$ cat config.mk
export PLATFORM = sky130hd
export DESIGN_NAME = div_sched
export DESIGN_NICKNAME = d
export VERILOG_FILES = /design/src/rtl/div_sched.sv
export SDC_FILE = /design/constraint.sdc
export NUM_CORES = 1
export LEC_CHECK = 0
export CAP_MARGIN = 0
export CORE_UTILIZATION = 48
export DETAILED_ROUTE_END_ITERATION = 10
export PLACE_DENSITY = 0.86
export SYNTH_ARGS = -nofsm -noshare
export SYNTH_HDL_FRONTEND = slang
export SYNTH_SLANG_ARGS = --single-unit
$ cat constraint.sdc
create_clock -name clk -period 4.2 [get_ports clk]
set_clock_uncertainty 0.05 [all_clocks]
set_input_delay 0.84 -clock clk [delete_from_list [all_inputs] [get_ports clk]]
set_output_delay 0.84 -clock clk [all_outputs]
set_load 0.01 [all_outputs]
$ cat src/rtl/div_sched.sv
// Round-robin front end that time-shares one sequential divider core among NREQ requesters.
// Handles divide-by-zero without starting the core and aborts a job whose core never answers.
module div_sched #(
  parameter int NREQ = 4,
  parameter int W    = 3,
  parameter int TMO  = 64,
  localparam int IW  = (NREQ > 1) ? $clog2(NREQ) : 1
) (
  input  logic              clk,
  input  logic              rst,
  input  logic [NREQ-1:0]   req,
  input  logic [NREQ*W-1:0] a_in,
  input  logic [NREQ*W-1:0] b_in,
  output logic [NREQ-1:0]   ack,
  output logic [W-1:0]      q_out,
  output logic [W-1:0]      r_out,
  output logic              err,
  output logic              busy,
  output logic [IW-1:0]     gnt_id,
  output logic [W-1:0]      div_a,
  output logic [W-1:0]      div_b,
  output logic              div_init,
  input  logic [W-1:0]      div_q,
  input  logic [W-1:0]      div_r,
  input  logic              div_done
);
  localparam int TW = $clog2(TMO + 1);

  typedef enum logic [2:0] {S_IDLE, S_LOAD, S_WAIT, S_RESP, S_DRAIN} state_t;

  typedef struct packed {
    logic [W-1:0] q;
    logic [W-1:0] r;
    logic         err;
  } res_t;

  state_t        st_q, st_d;
  logic [IW-1:0] ptr_q, ptr_d;
  logic [IW-1:0] gnt_q, gnt_d;
  logic [W-1:0]  a_q, a_d;
  logic [W-1:0]  b_q, b_d;
  res_t          res_q, res_d;
  logic [TW-1:0] wdog_q, wdog_d;
  logic          started_q, started_d;

  logic          win_vld;
  logic [IW-1:0] win_id;
  logic [IW-1:0] idx;
  logic [W-1:0]  a_sel, b_sel;

  // Search ptr+1, ptr+2, ... so the last winner has lowest priority next time.
  always_comb begin
    win_vld = 1'b0;
    win_id  = '0;
    idx     = '0;
    for (int k = 1; k <= NREQ; k++) begin
      idx = IW'((int'(ptr_q) + k) % NREQ);
      if (!win_vld && req[idx]) begin
        win_vld = 1'b1;
        win_id  = idx;
      end
    end
  end

  assign a_sel = a_in[int'(win_id)*W +: W];
  assign b_sel = b_in[int'(win_id)*W +: W];

  always_comb begin
    st_d      = st_q;
    ptr_d     = ptr_q;
    gnt_d     = gnt_q;
    a_d       = a_q;
    b_d       = b_q;
    res_d     = res_q;
    wdog_d    = wdog_q;
    started_d = started_q;
    case (st_q)
      S_IDLE: begin
        if (win_vld) begin
          ptr_d = win_id;
          gnt_d = win_id;
          a_d   = a_sel;
          b_d   = b_sel;
          if (b_sel == '0) begin
            res_d     = '{q: {W{1'b1}}, r: a_sel, err: 1'b1};
            started_d = 1'b0;
            st_d      = S_RESP;
          end else begin
            started_d = 1'b1;
            st_d      = S_LOAD;
          end
        end
      end
      S_LOAD: begin
        wdog_d = '0;
        st_d   = S_WAIT;
      end
      S_WAIT: begin
        wdog_d = wdog_q + TW'(1);
        if (div_done) begin
          res_d = '{q: div_q, r: div_r, err: 1'b0};
          st_d  = S_RESP;
        end else if (wdog_q == TW'(TMO - 1)) begin
          res_d = '{q: '0, r: '0, err: 1'b1};
          st_d  = S_RESP;
        end
      end
      S_RESP:  st_d = started_q ? S_DRAIN : S_IDLE;
      // A level-style done may still be high; never start the next job on a stale done.
      S_DRAIN: if (!div_done) st_d = S_IDLE;
      default: st_d = S_IDLE;
    endcase
  end

  always_ff @(posedge clk) begin
    if (rst) begin
      st_q      <= S_IDLE;
      ptr_q     <= IW'(NREQ - 1);
      gnt_q     <= '0;
      a_q       <= '0;
      b_q       <= '0;
      res_q     <= '0;
      wdog_q    <= '0;
      started_q <= 1'b0;
    end else begin
      st_q      <= st_d;
      ptr_q     <= ptr_d;
      gnt_q     <= gnt_d;
      a_q       <= a_d;
      b_q       <= b_d;
      res_q     <= res_d;
      wdog_q    <= wdog_d;
      started_q <= started_d;
    end
  end

  assign ack      = (st_q == S_RESP) ? (NREQ'(1) << gnt_q) : '0;
  assign q_out    = res_q.q;
  assign r_out    = res_q.r;
  assign err      = res_q.err;
  assign busy     = (st_q != S_IDLE);
  assign gnt_id   = gnt_q;
  assign div_a    = a_q;
  assign div_b    = b_q;
  assign div_init = (st_q == S_LOAD) || (st_q == S_WAIT);
endmodule

Yosys cells after proc, flatten, opt, wreduce, memory -nomap -nowiden

Cells that the tools add are included.

Output and inout port bits: 21
Bits of input ports: 37
Register bits after elaboration: 28
Word-level logic and storage cells: 78

Shifts and indexed selects: 3
Add/subtract/negate cells: 5
$mul: 1
$lt $le $gt $ge: 4
Reductions and logical operators: 15
Multiplexer cells: 31
Eq/ne operators: 9

Operators by type and width:

| cell                                                                          | count |
|---|---|
| 12-bit by 32-bit indexed part select with 3-bit output                        | 1 |
| 7-bit two-way mux                                                             | 4 |
| 7-bit case mux with 2 select lines                                            | 2 |
| 3-bit two-way mux                                                             | 5 |
| 3-bit case mux with 5 select lines                                            | 1 |
| 2-bit by 3-bit less-than comparator with 1-bit output (second input constant) | 4 |
| 12-bit by 5-bit indexed part select with 3-bit output                         | 1 |
| 2-bit two-way mux                                                             | 5 |
| 1-bit two-way mux                                                             | 9 |
| 1-bit binary-select mux with 2-bit select                                     | 4 |
| 7-bit by 1-bit adder with 7-bit output (second input constant)                | 1 |
| 7-bit by 6-bit equality test with 1-bit output (second input constant)        | 1 |
| 3-bit by 2-bit equality test with 1-bit output (second input constant)        | 2 |
| 3-bit zero test                                                               | 2 |
| 2-bit != test (second input constant)                                         | 3 |
| 2-bit by 1-bit adder with 2-bit output (second input constant)                | 2 |
| 2-bit adder (second input constant)                                           | 2 |
| 2-bit by 2-bit multiplier with 4-bit output (second input constant)           | 1 |
| 4-bit two-way mux                                                             | 1 |
| 4-bit AND reduction                                                           | 1 |
| 2-bit nonzero test                                                            | 2 |
| 1-bit by 2-bit << shifter with 4-bit output (first input constant)            | 1 |
| 3-bit by 1-bit equality test with 1-bit output (second input constant)        | 1 |
| 3-bit equality test (second input constant)                                   | 1 |
| other kinds (7)                                                               | 11 |

Depth between registers and ports, before layout

Depth after elaboration: 19
Gate-level depth with buffers: 8
Gate-level depth less buffers: 7

Worst setup path before layout

Ideal clock, no wire load.

Kind: input to register
Start: input req[1]
End: register res_q, in the netlist r_out[0]
Path slack: 1.498 ns
Required time: 4.059 ns
Library setup time: 0.091 ns
Buffers on the path: 1
Arrival: 2.561 ns
Cell stages on the path: 7
Cells stage by stage: or2_1 > and2_1 > buf_6 > or3_4 > mux2_4 > a211o_1 > a311oi_1

Longest elaborated chain between the ends: 17
Elaborated cells on any way between the ends: 32
Classes of those cells: mul (1); eq/ne (2); shift (2); mux (19); reduce/logical (8)

RTL lines:

| element                                                                                                                         | RTL line | RTL |
|---|---|---|
| start, declared                                                                                                                 | 11       | `input logic [NREQ-1:0] req,` |
| 1-bit binary-select mux with 2-bit select                                                                                       | 58       | `if (!win_vld && req[idx]) begin` |
| 1-bit two-way mux (not written as such)                                                                                         | 58       |  |
| 1-bit two-way mux                                                                                                               | 58       |  |
| 1-bit zero test                                                                                                                 | 58       |  |
| 1-bit logical AND                                                                                                               | 58       |  |
| 1-bit two-way mux                                                                                                               | 58       |  |
| 1-bit zero test                                                                                                                 | 58       |  |
| 1-bit logical AND                                                                                                               | 58       |  |
| 1-bit two-way mux                                                                                                               | 58       |  |
| 1-bit zero test                                                                                                                 | 58       |  |
| 1-bit logical AND                                                                                                               | 58       |  |
| 2-bit two-way mux                                                                                                               | 58       |  |
| 2-bit by 2-bit multiplier with 4-bit output                                                                                     | 65, 66   |  |
| 12-bit by 5-bit indexed part select with 3-bit output or 12-bit by 32-bit indexed part select with 3-bit output (tied branches) | 66, 65   |  |
| 3-bit zero test or 7-bit two-way mux (tied branches)                                                                            | 84       | `if (b_sel == '0) begin` |
| 2-bit != test (no source line) or 7-bit two-way mux (tied branches)                                                             | n/a      |  |
| 4-bit AND reduction (no source line) or 7-bit case mux with 2 select lines (tied branches)                                      | n/a      |  |
| end signal, assigned                                                                                                            | 131      | `res_q <= res_d;` |
| end, declared                                                                                                                   | 42       | `res_t res_q, res_d;` |

Parallel ways exist; a longest one is shown, timed or not. The select of a mux whose other input is x is not followed.
A chain may end at the register's enable or synchronous reset.

Worst setup path in the final report

Start: input req[1]
End: register res_q, in the netlist r_out[2]

Same word-level chain as after synthesis.

==> flow_metrics.py <==
metrics = {
    "run_status": {
        "outcome": "finished, violations left",
        "failed_checks": "design-rule violations",
    },
    "place": {
        "dp_hpwl_um": 3320,
        "place.port_buffers": 57,
        "gp_congestion": 0.784,
        "dp.cells": 291,
    },
    "cts": {
        "cts_root_buf": "clkbuf_4",
        "tritoncts": "yes",
        "clock_path_buffers": 2,
        "cts_setup_buffers": 0,
        "clk_pin_slew_ns": 0.15,
        "cts_buffers": 3,
        "htreeDepth": 1,
        "clock-sinks": 28,
        "cts_resized": 0,
        "postCtsHoldBufs": 0,
        "insertion_delay_ns": 0.34,
    },
    "sta": {
        "fin_crit_ns": 3.00,
        "drv_slew": 0,
        "min_period_over_period": 0.713,
        "tightest_slew_ns": 0.975,
        "fmax_mhz": 334,
        "fin_tns_setup_ns": 0,
        "rsz0062_at_grt": "no",
        "setup_viol": 0,
        "hold_viol_final": 0,
        "slew_headroom": 0.348,
    },
    "floorplanning": {
        "ios": 58,
        "die_area_um2": 3590,
        "start_util": 0.514,
        "die_width_um": 59.9,
        "rows": 20,
        "die_y_um": 59.9,
        "core_um2": 3130,
    },
    "global_routing": {
        "grt_pass1_wl_um": 7210,
        "antenna_found_initial": 0,
        "grt_overflow_total": 0,
        "track_usage": 0.269,
        "grt_max_degree": 29,
        "first_global_vias": 1590,
    },
    "setup_path": {
        "cp-end-kind": "flip-flop",
        "arrival_ns": 3.14,
        "cp_slowest_cell": "a2111oi_2",
        "r2r-start": "st_q[1]",
        "critPathMaxStageDelay_ns": 0.51,
        "worstSetupPathType": "in -> reg",
        "timing.critical_path.cells": "clkdlybuf4s50_1, or2_1, and2_1, or3_4, a2111oi_2, a211o_1, a311oi_1",
        "cp-start-kind": "primary input",
        "cp_num_buf_inv": 1,
        "critPathMaxFanout": 9,
        "required_ns": 4.34,
        "crit_start": "req[1]",
        "cp_top_family": "simple AND/OR/NAND/NOR gates",
    },
    "job": {
        "cap_violations": 0,
    },
    "detailed_routing": {
        "routed_via_density": 5.67,
        "vias": 1673,
        "post-route-drc-count": 2,
        "first_pass_iters": 7,
        "routed_wl_um": 4470,
        "drtIter0Drc": 85,
        "routedWlPerCell_um": 15.1,
        "final_antenna_net_count": 0,
    },
    "worst_hold_path": {
        "min_path_type": "reg -> reg",
        "hold_start": "div_a[0]",
    },
    "power_and_ir_drop": {
        "p_per_area_nw_per_um2": 454,
        "peakVddDrop_mv": 0.288,
        "pwr-share-clk": 0.177,
        "cellLeakagePower_uw": 0.000845,
        "switching_share": 0.359,
        "power_switching_uw": 368,
        "combinationalPowerShare": 0.464,
        "internal_power_uw": 656,
        "p_seq_frac": 0.359,
    },
    "layout": {
        "layout.cells.most_common_list": "clkdlybuf4s50_1, dfxtp_1, nor2_1, nand2_1, a21oi_1",
        "area_growth_pct": 40.2,
        "drive_gt1_frac": 0.0558,
        "fill_cells": 256,
        "instances_no_fill": 295,
        "final_common_cell": "clkdlybuf4s50_1",
        "diodes": 0,
        "num-nets-final": 290,
        "regArea_um2": 561,
        "multi_input_area_um2": 991,
    },
    "synthesis": {
        "synth_seq_cells": 28,
        "syn-num-nets": 237,
        "ys_types": 43,
        "syn_inst": 199,
        "synth-edff-count": 0,
        "synthArstFlopShare": 0,
        "yosysWarnings": 0,
        "synth_area_um2": 1610,
        "yosysSeqAreaShare": 0.348,
        "synth_area_per_cell_um2": 8.09,
        "synth_ff_type": "dfxtp_1",
    },
}
==> through the flow <==
| stage | setup WS (ns) | utilization | area [um2] | hold WS (ns) | power [uW] |
|---|---|---|---|---|---|
| 6_report | 1.20 | 0.721 | 2260 | 0.439 | 1020 |
| 5_1_grt | 1.07 | 0.721 | 2260 | 0.458 | 1080 |
| 4_1_cts | 1.24 | 0.721 | 2260 | 0.438 | 1020 |
| 3_5_place_dp | 0.869 | 0.704 | 2200 | 0.403 | 839 |
| 3_3_place_gp | 0.924 | 0.704 | 2200 | 0.399 | 830 |
| 2_1_floorplan | 1.50 | - | 1610 | 0.388 | 645 |
==> power by group through the flow <==
stage	Combinational [uW]	Sequential (uW)	Clock (uW)
CTS	471	367	182
finish	475	368	181
global route	514	376	191
global placement	458	372	0
floorplan	269	376	0
detailed placement	467	372	0
==> logic make-up after synthesis <==
| logic type | count (synthesis) | share of synthesized area |
|---|---|---|
| AO/OA/AOI/OAI | 57 | 0.255 |
| XOR/XNOR | 1 | 0.00544 |
| buffers and inverters | 13 | 0.0358 |
| AND/OR/NAND/NOR | 87 | 0.267 |
| adder cells (fa/ha/maj) | 1 | 0.00777 |
| multiplexers | 12 | 0.0809 |
| flip-flops | 28 | 0.348 |
==> layer usage <==
layer	share of wire	track usage	routed length [um]
met1	0.46	0.336	2050
met2	0.48	0.459	2140
met3	0.040	0.0368	180
met4	0.023	0.120	102
met5	0	0	0
==> state kept, by name, indices dropped and copies added (netlist names) <==
signal     flops
div_a          3
div_b          3
err            1
gnt_id         2
ptr_q          2
q_out          3
r_out          3
st_q           3
started_q      1
wdog_q         7
==> Yosys cell counts, types with 4 or more instances <==
cell,count,area (um2)
clkbuf_1,10,37.5
o31a_1,6,52.6
mux2_2,4,45.0
nor2_1,27,101
a211o_1,8,70.1
nand3_1,12,60.1
and2_1,4,25.0
a21oi_1,15,75.1
mux2i_1,7,70.1
dfxtp_1,28,561
nand2b_1,4,25.0
o21ai_0,7,35.0
nand2_1,18,67.6
nor3_1,6,30.0
a311oi_1,6,52.6
==> worst paths after layout <==
| kind | to | slack, ns | cells past startpoint |
|---|---|---|---|
| worst max-delay path | r_out[2] | 1.20 | 7 |
| worst min-delay path | div_a[0] | 0.44 | 2 |
| worst max register to register | r_out[2] | 1.89 | 5 |
| worst min register to register | div_a[0] | 0.44 | 2 |
==> worst register-to-register path, delay by kind of cell, from the launching register on <==
| kind | cells | cell delay [ns] |
|---|---|---|
| AOI/OAI and AO/OA | 3 | 0.99 |
| DFF | 1 | 0.42 |
| and+or+nand+nor | 2 | 0.70 |
==> area by class of cell <==
class,instances,area share
Clock buffer,3,0.00998
Clock inverter,1,0.0133
Inverter,1,0.00166
Multi-Input combinational cell,158,0.439
Sequential cell,28,0.248
Tap cell,44,0.0244
Timing Repair Buffer,60,0.263
Power figures use the tool's default switching activity.
